`src/rtl/seg_pkg.sv`:
```
// seg_pkg: shared widths, blank pattern and slot state encoding for the seven-segment scan driver.
package seg_pkg;
    localparam int SEG_W    = 7;
    localparam int BRIGHT_W = 4;
    localparam int SUBSLOTS = 16;
    localparam logic [SEG_W-1:0] SEG_BLANK = 7'b0;
    typedef enum logic [1:0] {DEAD, ON, OFF} state_t;
endpackage

```
`src/rtl/scan_timebase.sv`:
```
// scan_timebase: nested sub_cnt / sub_idx / digit_idx counters that define the frame position.
module scan_timebase
    import seg_pkg::*;
#(
    parameter int NUM_DIGITS = 2,
    parameter int SUB_CYCLES = 64,
    parameter int DW = (NUM_DIGITS > 1) ? $clog2(NUM_DIGITS) : 1
) (
    input  logic          clk,
    input  logic          rst,
    output logic [3:0]    sub_idx,
    output logic [DW-1:0] digit_idx,
    output logic          frame_start,
    output logic          frame_end
);
    localparam int CW = (SUB_CYCLES > 1) ? $clog2(SUB_CYCLES) : 1;
    logic [CW-1:0] sub_cnt;
    logic sub_last, idx_last, dig_last;
    always_comb begin
        sub_last    = sub_cnt == CW'(SUB_CYCLES - 1);
        idx_last    = sub_idx == 4'(SUBSLOTS - 1);
        dig_last    = digit_idx == DW'(NUM_DIGITS - 1);
        frame_start = sub_cnt == '0 && sub_idx == '0 && digit_idx == '0;
        frame_end   = sub_last && idx_last && dig_last;
    end
    // Counters hold the position of the upcoming edge, so outputs registered at that edge see it directly.
    always_ff @(posedge clk or posedge rst) begin
        if (rst) begin
            sub_cnt   <= '0;
            sub_idx   <= '0;
            digit_idx <= '0;
        end else begin
            sub_cnt <= sub_last ? '0 : sub_cnt + 1'b1;
            if (sub_last) begin
                sub_idx <= idx_last ? '0 : sub_idx + 4'd1;
                if (idx_last)
                    digit_idx <= dig_last ? '0 : digit_idx + 1'b1;
            end
        end
    end
endmodule

```
`src/rtl/seg_scan_driver.sv`:
```
// seg_scan_driver: multiplexed seven-segment driver with per-slot dead time, 16-level PWM
// and frame-coherent snapshots of the segment patterns and brightness.
module seg_scan_driver
    import seg_pkg::*;
#(
    parameter int NUM_DIGITS = 2,
    parameter int SUB_CYCLES = 64
) (
    input  logic                        clk,
    input  logic                        rst,
    input  logic [SEG_W*NUM_DIGITS-1:0] seg_in,
    input  logic [BRIGHT_W-1:0]         brightness,
    input  logic                        blank,
    output logic [SEG_W-1:0]            seg_out,
    output logic [NUM_DIGITS-1:0]       dig_en,
    output logic                        frame_done
);
    localparam int DW = (NUM_DIGITS > 1) ? $clog2(NUM_DIGITS) : 1;
    logic [3:0] sub_idx;
    logic [DW-1:0] digit_idx;
    logic frame_start, frame_end, on;
    logic [SEG_W*NUM_DIGITS-1:0] seg_snap;
    logic [BRIGHT_W-1:0] b_snap;
    logic [SEG_W-1:0] cur_seg;
    state_t state, nxt;

    scan_timebase #(.NUM_DIGITS(NUM_DIGITS), .SUB_CYCLES(SUB_CYCLES), .DW(DW)) u_tb (
        .clk(clk), .rst(rst), .sub_idx(sub_idx), .digit_idx(digit_idx),
        .frame_start(frame_start), .frame_end(frame_end)
    );

    // The snapshot written at frame start is only read from sub_idx 1 on; the DEAD sub-slot hides the update.
    always_comb begin
        nxt = sub_idx == '0 ? DEAD :
              state == DEAD ? (b_snap != '0 ? ON : OFF) :
              (state == ON && sub_idx > b_snap) ? OFF : state;
        on      = nxt == ON && !blank;
        cur_seg = seg_snap[digit_idx*SEG_W +: SEG_W];
    end

    always_ff @(posedge clk or posedge rst) begin
        if (rst) begin
            state      <= DEAD;
            seg_snap   <= '0;
            b_snap     <= '0;
            seg_out    <= SEG_BLANK;
            dig_en     <= '0;
            frame_done <= 1'b0;
        end else begin
            if (frame_start) begin
                seg_snap <= seg_in;
                b_snap   <= brightness;
            end
            state      <= nxt;
            dig_en     <= on ? NUM_DIGITS'(1) << digit_idx : '0;
            seg_out    <= on ? cur_seg : SEG_BLANK;
            frame_done <= frame_end;
        end
    end
endmodule

```
`config.mk`:
```
export PLATFORM = sky130hd
export DESIGN_NAME = seg_scan_driver
export DESIGN_NICKNAME = d
export VERILOG_FILES = /design/src/rtl/seg_pkg.sv /design/src/rtl/scan_timebase.sv /design/src/rtl/seg_scan_driver.sv
export SDC_FILE = /design/constraint.sdc
export NUM_CORES = 1
export LEC_CHECK = 0
export ABC_AREA = 1
export CORE_ASPECT_RATIO = 0.75
export CORE_UTILIZATION = 38
export CTS_CLUSTER_DIAMETER = 40
export DETAILED_ROUTE_END_ITERATION = 16
export GPL_ROUTABILITY_DRIVEN = 0
export PLACE_DENSITY = 0.56
export SLEW_MARGIN = 20
export SYNTH_ARGS = -nofsm -noshare
export SYNTH_HDL_FRONTEND = slang
export SYNTH_SLANG_ARGS = --single-unit
```
`constraint.sdc`:
```
create_clock -name clk -period 2.3 [get_ports clk]
set_input_delay 0.46 -clock clk [delete_from_list [all_inputs] [get_ports clk]]
set_output_delay 0.46 -clock clk [all_outputs]
set_load 0.02 [all_outputs]
```
# After elaboration in Yosys (flattened, before gate mapping)

Cells that the tools add are included.

Register bits: 41
Bits in latches: 0
Bits in writable memories: 0
Memory bits (read-only): 0
Input port bits: 21
Memories: 0

Add/sub/neg operators: 3
$mul: 1
Divide/modulo/power cells: 0
$lt $le $gt $ge: 1
Equal/unequal tests: 4
Shift operators: 2
Multiplexer cells: 9
Bitwise gates (word level): 1
Reduce and logical (&&, ||, !) cells: 12

Operators by type and width:

| kind                                              | count |
|---|---|
| indexed part select 14 x 5 -> 7 bit               | 1 |
| two-way mux 2 bit                                 | 5 |
| two-way mux 7 bit                                 | 1 |
| adder 6 x 1 -> 6 bit (second input constant)      | 1 |
| == test 6 bit (second input constant)             | 1 |
| logical AND 1 bit                                 | 6 |
| zero test 6 bit                                   | 1 |
| two-way mux 6 bit                                 | 1 |
| adder 4 x 1 -> 4 bit (second input constant)      | 1 |
| == test 2 x 1 -> 1 bit (second input constant)    | 2 |
| == test 4 bit (second input constant)             | 1 |
| greater-than comparator 4 bit                     | 1 |
| zero test 4 bit                                   | 1 |
| multiplier 1 x 3 -> 4 bit (second input constant) | 1 |
| two-way mux 4 bit                                 | 1 |
| nonzero test 4 bit                                | 1 |
| zero test 2 bit                                   | 1 |
| AND reduction 2 bit                               | 1 |
| << shifter 1 x 1 -> 2 bit (first input constant)  | 1 |
| adder 1 bit (second input constant)               | 1 |
| zero test 1 bit                                   | 1 |
| two-way mux 1 bit                                 | 1 |
| NOT 1 bit                                         | 1 |

# Longest topological paths before layout

Word-level depth: 8
Depth in mapped cells: 12

# Hierarchy

From an unflattened synthesis, not the netlist that was laid out.

Cell total of the unflattened synthesis: 213
Area total of the unflattened synthesis: 1908.1 um^2

By module, submodules not included:

| module          | instances | cells each | area each (um^2) | sequential area each (um^2) |
|---|---|---|---|---|
| seg_scan_driver | 1         | 138        | 1298.7           | 750.7 |
| scan_timebase   | 1         | 75         | 609.3            | 275.3 |

# Least setup slack after synthesis

OpenSTA, ideal clock, no wires.

Kind: reg-to-reg
Start: register u_tb.sub_idx[0]
End: register seg_snap[10]
Arrival time: 1.371 ns
Setup slack: 0.813 ns
Stages on the path, launching flop included: 9
Buffers on the path: 1
Cell sequence: dfrtp_1 > inv_1 > ha_1 > nand2_1 > nor2_1 > nand4_4 > buf_6 > nand2_2 > o21ai_2

Longest elaborated chain between the ends: 3

Ends and longest elaborated chain:

| item                            | line                  | source |
|---|---|---|
| start: declaration              | scan_timebase.sv:11   | `output logic [3:0] sub_idx,` |
| start signal: assignment        | scan_timebase.sv:35   | `sub_idx <= idx_last ? '0 : sub_idx + 4'd1;` |
| zero test 4 bit                 | scan_timebase.sv:23   | `frame_start = sub_cnt == '0 && sub_idx == '0 && digit_idx == '0;` |
| logical AND 1 bit (2 in series) | scan_timebase.sv:23   |  |
| end signal: assignment          | seg_scan_driver.sv:51 | `seg_snap <= seg_in;` |
| end: declaration                | seg_scan_driver.sv:22 | `logic [SEG_W*NUM_DIGITS-1:0] seg_snap;` |

Every way passes these cells.
A chain may end at the register's enable or synchronous reset.

# Final worst setup path

Start: register seg_out[4]
End: output seg_out[4]

RTL lines:

| item                     | line                  | source |
|---|---|---|
| start: declaration       | seg_scan_driver.sv:14 | `output logic [SEG_W-1:0] seg_out,` |
| start signal: assignment | seg_scan_driver.sv:56 | `seg_out <= on ? cur_seg : SEG_BLANK;` |

No word-level cell between the ends.

==> impl_results.md <==
* CTS tree: built
* Antenna violations before repair at 0
* Biggest area consumer among synthesized cells: dfrtp_1
* Synth Instances at 194
* Min Tclk post-route at 1705 ps
* Remaining global-route overflow at 0
* Worst path top cell family by delay: buffers and inverters
* CP Class: reg -> out
* CORE AREA at 0.004900 sq mm
* Worst-margin pin slew at 506.6 ps
* WP data arrival at 1240 ps
* Port Buf Inserts at 30
* Post-DP Area at 0.002301 sq mm
* Final Cycle Share at 74.12%
* Crit path max fanout at 1
* Sequential-to-total area share from yosys stat at 52.67%
* Synth top area share at 52.67%
* Yosys warning count at 0
* Commonest cells after routing, fill and taps aside: dfrtp_1 (41), inv_1 (36), nand2_1 (32), clkdlybuf4s50_1 (30), o21ai_2 (18)
* DPL Wire Length at 2194 microns
* Power per cell area at 595.2 mW/mm^2
* Die H at 64.01 microns
* GR Util All Layers at 13.58%
* Mean Syn Cell Area at 10.04 sq um
* Max transition margin at 66.23%
* Setup TNS at 0 ps
* CTS Root Cell: clkbuf_8
* Design area at 0.002417 sq mm
* Post-CTS Setup Inserts at 0
* Worst EP required at 1840 ps
* Min Hold Slack at 484.3 ps
* Total Wirelength at 3205 microns
* Setup violators final at 0
* ANT nets after route at 0
* Synthesized Nets at 223
* Drt pass-1 iters at 12
* Die area at 0.005420 sq mm
* Maximum vdd drop at 0.2697 mV
* # diodes at 0
* Mapped Area at 0.001948 sq mm
* 1st-iter DRT viols at 60
* Most common cell after layout, fill and taps aside: dfrtp_1
* Startpoint types: flip-flop
* Io pins at 31
* CP bufs+invs at 1
* Share of cells above drive strength 1 at 15.58%
* Pleak at 1.223 nW
* Count of final hold-check violations at 0
* Final Skew at 7.981 ps
* Largest stage delay, worst path at 610 ps
* Clock Sink Count at 41
* Critical path's slowest cell: clkdlybuf4s50_1
* FP Rows at 22
* CTS Hold Bufs at 0
* MaxCap Viol Count at 0
* RSZ-0062 raised after global routing: no
* Area delta synth->final at 24.08%
* Clk_lat worst skew at 290 ps
* CTS H-tree lvls at 2
* Vias in the first global route at 1245
* Vias at 1306
* NumNets Final at 259
* DRC viols at 0
* Synth area leaders: dfrtp_1 (53%), o21ai_2 (8.1%), inv_1 (6.9%)
* Inserted Clock Buffers at 5
* CTS resizes at 0
* Clock-pin slew on the worst setup and hold paths at 80 ps
* Initial Util at 39.76%
* FF+latch count, synth at 41
* Critical path, cell by cell: clkdlybuf4s50_1
* Critical path capture point type: output pin
* Pin count of the biggest net entering global routing at 42
* Die width at 84.68 microns
* Outcome: finished, final reports clean
* Fin. max-slew vios at 0
* Library cells used by synthesis at 22
* Clock buffer depth at 2
* Avg WL per Cell at 11.01 microns
* First-pass GRT wire length at 5616 microns
* Fmax at 0.5866 GHz
* Hold/Removal Path Class: reg -> reg
* Fin util at 49.34%
* DR vias/cell at 4.488
==> Yosys cell counts, drive strengths merged <==
| master | n |
|---|---|
| nand2 | 35 |
| nand3 | 8 |
| nand4 | 5 |
| nor4 | 1 |
| xnor2 | 2 |
| nor2 | 17 |
| or2 | 1 |
| dfrtp | 41 |
| inv | 36 |
| buf | 4 |
| ha | 8 |
| o21ai | 22 |
| nand3b | 1 |
| a31oi | 1 |
| a21oi | 3 |
| mux2i | 7 |
| xor2 | 2 |
==> power breakdown <==
part / switching, W / internal, W / total (W)
Combinational: 0.0000418 / 0.0000496 / 0.0000914
Clock: 0.000247 / 0.000354 / 0.000601
Sequential: 0.0000100 / 0.000736 / 0.000746
==> worst paths after layout <==
check	startpoint	endpoint	slack, ps	depth (start not counted)
max	seg_out[4]	seg_out[4]	600	1
min	seg_snap[6]	seg_snap[6]	480	2
max reg2reg	u_tb.sub_idx[0]	b_snap[2]	620	8
min reg2reg	seg_snap[6]	seg_snap[6]	480	2
max in group asynchronous	rst	seg_snap[11]	1350	3
min in group asynchronous	rst	seg_snap[5]	590	3
==> state kept, by name, indices dropped and copies added, names as in the netlist <==
signal,count
frame_done,1
u_tb.sub_idx,4
seg_snap,14
u_tb.sub_cnt,6
seg_out,7
dig_en,2
state,2
b_snap,4
u_tb.digit_idx,1
==> routing by layer <==
layer  track usage (%)  vias up  wire, microns  part of all wire [%]
met5                 0        -              0                     0
met4             6.356        0             63                   2.0
met3             3.876        7            123                   3.8
met2             20.63       26           1364                    43
met1             17.99      595           1654                    52
li1                  -      678              -                     -
==> per-stage QoR <==
stage	power [W]	std cells	setup WS, ps
finish	0.001439	291	595.3
global route	0.001493	291	426.9
CTS	0.001456	291	585.6
detailed placement	0.0008546	283	624.3
global placement	0.0008535	283	644.9
floorplan	0.0008075	194	812.7
==> final cells by class <==
type                       instances  area [sq um]
fill                             464          2482
sequential                        41          1026
multi-input combinational        113         742.0
timing repair buffer              33         322.8
inverter                          36         135.1
clock buffer                       7         86.33
tap                               60         75.07
clock inverter                     1         30.03
==> logic make-up after synthesis <==
logic type / after synthesis / share of synthesized area [%]
muxes: 7 / 3.597
AOI/OAI and AO/OA: 26 / 10.21
and+or+nand+nor: 68 / 17.34
xor gates and xnor gates: 4 / 1.799
adders and majority gates: 8 / 5.138
buffers and inverters: 40 / 9.248
DFF: 41 / 52.67
No activity file was read; power rests on OpenSTA's default activity.
